$ cat src/rtl/next_pc_unit.sv
// ---------------------------------------------------------------------------
// next_pc_unit
//
// Purpose:
//   Holds the fetch program counter and chooses the next fetch address.
//   The next address is one of three things: a sequential step, a
//   relative branch or jump, or a register-indirect target. A redirect
//   that arrives while fetch is stalled is kept in a one-entry buffer. It
//   is applied on the next advancing edge.
//
// Ports:
//   clock            in   rising-edge clock for all state
//   reset            in   synchronous, active-high reset
//   update_en        in   a retiring instruction presents a PC update
//   select_pc[1:0]   in   00 seq, 01 cond branch, 10 jump, 11 reg-indirect
//   branch_taken     in   branch condition (used only with select_pc=01)
//   imm_14bit[13:0]  in   branch halfword offset
//   imm_24bit[23:0]  in   jump halfword offset
//   reg_rb_data      in   register-indirect target (DataSize bits)
//   fetch_ready      in   instruction memory accepts current_pc this cycle
//   current_pc       out  registered fetch address
//   fetch_valid      out  current_pc is a valid fetch request
//   link_pc          out  current_pc + InstBytes (combinational, wraps)
//   redirect_pending out  a redirect is buffered, awaiting fetch_ready
// ---------------------------------------------------------------------------
module next_pc_unit #(
    parameter int unsigned AddrWidth = 10,
    parameter int unsigned DataSize  = 32,
    parameter int unsigned ResetPc   = 0,
    parameter int unsigned InstBytes = 4
) (
    input  logic                 clock,
    input  logic                 reset,
    input  logic                 update_en,
    input  logic [1:0]           select_pc,
    input  logic                 branch_taken,
    input  logic [13:0]          imm_14bit,
    input  logic [23:0]          imm_24bit,
    input  logic [DataSize-1:0]  reg_rb_data,
    input  logic                 fetch_ready,
    output logic [AddrWidth-1:0] current_pc,
    output logic                 fetch_valid,
    output logic [AddrWidth-1:0] link_pc,
    output logic                 redirect_pending
);

    typedef enum logic {
        BOOT = 1'b0,
        RUN  = 1'b1
    } state_e;

    localparam logic [AddrWidth-1:0] ResetPcVal = AddrWidth'(ResetPc);
    localparam logic [AddrWidth-1:0] StepVal    = AddrWidth'(InstBytes);

    state_e               state_q, state_d;
    logic [AddrWidth-1:0] pc_q, pc_d;
    logic                 pending_q, pending_d;
    logic [AddrWidth-1:0] pending_pc_q, pending_pc_d;

    logic [AddrWidth-1:0] branch_off;
    logic [AddrWidth-1:0] jump_off;
    logic [AddrWidth-1:0] indirect_pc;
    logic [AddrWidth-1:0] redirect_target;
    logic                 redirect_req;
    logic                 advance;

    // The register-indirect target uses only the low address bits.
    // Bit 0 is forced to zero, so that bit is not needed either.
    logic unused_rb_bits;
    assign unused_rb_bits = ^{reg_rb_data[DataSize-1:AddrWidth], reg_rb_data[0]};

    // Each offset is a halfword count. It is shifted left by one and then
    // sign-extended or truncated to the PC width. Any overflow in the add
    // wraps silently.
    assign branch_off  = AddrWidth'($signed({imm_14bit, 1'b0}));
    assign jump_off    = AddrWidth'($signed({imm_24bit, 1'b0}));
    assign indirect_pc = {reg_rb_data[AddrWidth-1:1], 1'b0};

    assign current_pc       = pc_q;
    assign fetch_valid      = (state_q == RUN);
    assign link_pc          = pc_q + StepVal;
    assign redirect_pending = pending_q;

    // A not-taken branch counts as a sequential update, not a redirect.
    assign redirect_req = update_en &&
                          ((select_pc == 2'b10) || (select_pc == 2'b11) ||
                           ((select_pc == 2'b01) && branch_taken));

    assign advance = fetch_valid && fetch_ready;

    always_comb begin
        redirect_target = link_pc;
        unique case (select_pc)
            2'b01:   redirect_target = pc_q + branch_off;
            2'b10:   redirect_target = pc_q + jump_off;
            2'b11:   redirect_target = indirect_pc;
            default: redirect_target = link_pc;
        endcase
    end

    // BOOT lasts exactly one cycle after reset is released. On an advancing
    // edge, a same-cycle redirect wins over the buffered one. The newer
    // request is the more recent program-order decision, so the buffer is
    // dropped. A request that arrives while stalled overwrites the buffer.
    always_comb begin
        state_d      = RUN;
        pc_d         = pc_q;
        pending_d    = pending_q;
        pending_pc_d = pending_pc_q;

        if (advance) begin
            pending_d = 1'b0;
            if (redirect_req) begin
                pc_d = redirect_target;
            end else if (pending_q) begin
                pc_d = pending_pc_q;
            end else begin
                pc_d = link_pc;
            end
        end else if (redirect_req) begin
            pending_d    = 1'b1;
            pending_pc_d = redirect_target;
        end
    end

    always_ff @(posedge clock) begin
        if (reset) begin
            state_q      <= BOOT;
            pc_q         <= ResetPcVal;
            pending_q    <= 1'b0;
            pending_pc_q <= '0;
        end else begin
            state_q      <= state_d;
            pc_q         <= pc_d;
            pending_q    <= pending_d;
            pending_pc_q <= pending_pc_d;
        end
    end

endmodule

$ cat config.mk
export PLATFORM = sky130hd
export DESIGN_NAME = next_pc_unit
export DESIGN_NICKNAME = d
export VERILOG_FILES = /design/src/rtl/next_pc_unit.sv
export SDC_FILE = /design/constraint.sdc
export NUM_CORES = 1
export LEC_CHECK = 0
export CORE_AREA = 5 5 62 91
export DETAILED_ROUTE_END_ITERATION = 8
export DIE_AREA = 0 0 67 96
export GPL_ROUTABILITY_DRIVEN = 1
export PLACE_DENSITY_LB_ADDON = 0.3
export SLEW_MARGIN = 20
export SYNTH_ARGS = -nofsm -noshare
export SYNTH_HDL_FRONTEND = slang
export SYNTH_SLANG_ARGS = --single-unit
$ cat constraint.sdc
create_clock -name clock -period 4.35 [get_ports clock]
set_clock_uncertainty 0.1 [all_clocks]
set_input_delay 1.305 -clock clock [delete_from_list [all_inputs] [get_ports clock]]
set_output_delay 1.305 -clock clock [all_outputs]
set_load 0.02 [all_outputs]
==> results.py <==
metrics = {
    "outcome": {
        "status": "completed",
    },
    "timing": {
        "slew_headroom_pct": 60.2,
        "setup_viol": 0,
        "whs_ns": 0.353,
        "slew_violations": 0,
        "maxClockFrequency_mhz": 246,
        "period_needed_ns": 4.07,
        "fin_crit_sh_pct": 93.6,
        "finalHoldViolations": 0,
        "tightest_slew_ns": 0.594,
        "rsz0062_at_grt": "false",
        "setup_ws_ns": 0.279,
        "fin_setup_tns_ns": 0,
    },
    "flow_run": {
        "cap_violations": 0,
    },
    "hold_path": {
        "worst_hold_path_type": "flop to flop",
    },
    "die": {
        "die_h_um": 96,
        "fp.coreArea_um2": 4770,
        "io_pins": 99,
        "rows": 31,
        "fp.dieW_um": 67,
        "dieArea_um2": 6430,
        "floorplan.initialDensity_pct": 37.4,
    },
    "worst_setup_path": {
        "cp_max_fo": 5,
        "required_ns": 4.39,
        "crit_arrival_ns": 4.12,
        "end_kind": "flop",
        "cp_slowest_cell": "clkdlybuf4s50_1",
        "cpPeakStageDelay_ns": 0.48,
        "crit_chain": "clkdlybuf4s50_1, inv_1, ha_1, buf_4, buf_12, mux2_2, ha_1, and3b_1, a221oi_1, o31ai_1, a211o_1, a31oi_1, a21oi_1",
        "critPathKind": "primary input to flop",
        "crit_top_cell": "ha_1",
        "start_kind": "primary input",
    },
    "clock_network": {
        "cts_tree": "done",
        "h-tree-depth": 1,
        "cts_root_buf": "clkbuf_8",
        "ctsHoldBuffers": 0,
        "cts_buffers": 3,
        "clkTransAtPathRegs_ns": 0.08,
        "clkLatencyLatePin_ns": 0.27,
        "clockBufferDepth": 2,
        "clkSinkCount": 22,
        "cts_setup_buffers": 0,
        "cts_resized": 0,
    },
    "yosys": {
        "ys.flop_type": "dfxtp_1",
        "synthArstFlopShare_pct": 0,
        "yosysWarnings": 0,
        "synth_area_leaders": "dfxtp_1, ha_1, a21oi_1",
        "synthCells": 235,
        "syn_area_um2": 1790,
        "netlist.area_leader.share_pct": 24.7,
        "syn-num-nets": 327,
        "syn_area_per_cell_um2": 7.60,
        "synth_edf_count": 0,
        "yosysSeqAreaShare_pct": 24.7,
        "ys_ff_latch": 22,
        "synth_top_area_cell": "dfxtp_1",
        "ys_types": 41,
    },
    "power_and_ir_drop": {
        "leakage_nw": 1.04,
        "p_per_area_nw_per_um2": 237,
        "power_uw": 603,
        "ir_drop_v": 0.000149,
    },
    "routing": {
        "drc_errors": 0,
        "vias": 1929,
        "final_antenna_net_count": 0,
        "drtPass1Iterations": 4,
        "vias_per_cell": 5.28,
        "routed_wl_um": 5250,
        "drt_iter0_drc": 95,
        "wl_per_cell_um": 14.4,
    },
    "placement": {
        "hpwl_um": 4200,
        "placed_area_um2": 2510,
        "routabilityCongestion": 0.927,
        "io_buffer_count": 55,
        "place_ws_ns": -0.0285,
    },
    "global_route": {
        "use_met1_pct": 18.0,
        "grt.total_usage_pct": 16.4,
        "grt_max_degree": 17,
        "grt-ovfl-total": 0,
        "grt_pass1_vias": 1794,
        "grt_pass1_wl_um": 8130,
        "busiest_layer": "met2",
        "grtUsageMet3_pct": 2.34,
        "met2_usage_pct": 30.1,
        "antenna_found_initial": 0,
    },
    "final_layout": {
        "final_cell_mix": "clkdlybuf4s50_1, nand2_1, a21oi_1, dfxtp_1",
        "final_nets": 393,
        "area_growth_pct": 42.7,
        "antenna_cells": 0,
        "layout_commonest_cell": "clkdlybuf4s50_1",
        "drive_gt1_share_pct": 11.4,
        "final_cell_area_um2": 2550,
    },
}
-- path summary, 6_finish.rpt --
check	start	endpoint	depth (start not counted)	slack, ns
worst max-delay path	select_pc[0]	current_pc[8]	13	0.28
worst max register to register	current_pc[1]	current_pc[7]	8	1.99
worst min register to register	pending_pc_q[7]	pending_pc_q[7]	2	0.35
worst min-delay path	pending_pc_q[7]	pending_pc_q[7]	2	0.35
-- cells in the mapped netlist, types with 4 or more instances --
| cell type | n |
|---|---|
| nor3_1 | 4 |
| ha_1 | 14 |
| inv_1 | 10 |
| nor2_1 | 17 |
| dfxtp_1 | 22 |
| nand2_1 | 29 |
| xor2_1 | 5 |
| mux2i_1 | 5 |
| o211ai_1 | 6 |
| clkbuf_1 | 5 |
| buf_2 | 5 |
| o21ai_0 | 18 |
| mux2_2 | 8 |
| a21oi_1 | 26 |
| nand3_1 | 10 |
| a211oi_1 | 5 |
| a31oi_1 | 4 |
-- sequential cells by signal, indices dropped and copies added (netlist names) --
name / count
redirect_pending: 1
fetch_valid: 1
current_pc: 10
pending_pc_q: 10
-- cell type report --
class / count / area, µm²
fillers: 464 / 2220
flip-flops and latches: 22 / 440
multi-input cells: 189 / 1240
repair buffers: 74 / 706
inverters: 11 / 41.3
clock buffers: 3 / 41.3
well taps: 66 / 82.6
-- per-layer routing --
metal	vias up	share of wire, %
met5	-	0
met4	0	1.3
met1	883	39
met3	7	6.4
li1	978	-
met2	61	53
-- through the flow --
step	utilization, %	instances
after global routing	53.4	365
after floorplan	-	235
after CTS	53.4	365
final	53.4	365
after global placement	52.6	362
after detailed placement	52.6	362
-- where the power goes --
group / total (mW) / switching (mW) / internal [mW]
combinational: 0.247 / 0.121 / 0.126
sequential: 0.229 / 0.0159 / 0.213
clock: 0.127 / 0.0648 / 0.0620
-- kinds of logic after synthesis --
| group | share of synthesized area, % |
|---|---|
| AO/OA/AOI/OAI | 27.5 |
| XOR/XNOR | 3.92 |
| adder cells (fa/ha/maj) | 10.9 |
| buffers and inverters | 6.03 |
| flip-flops | 24.7 |
| multiplexers | 7.85 |
| AND/OR/NAND/NOR | 19.1 |
-- worst max-delay path, delay by kind of cell --
family	cells	cell delay (ns)
mux	1	0.27
buf+inv	4	0.84
compound gates	5	0.99
simple gates	1	0.20
fa+ha+maj	2	0.52
No activity file was read; power rests on OpenSTA's default activity.
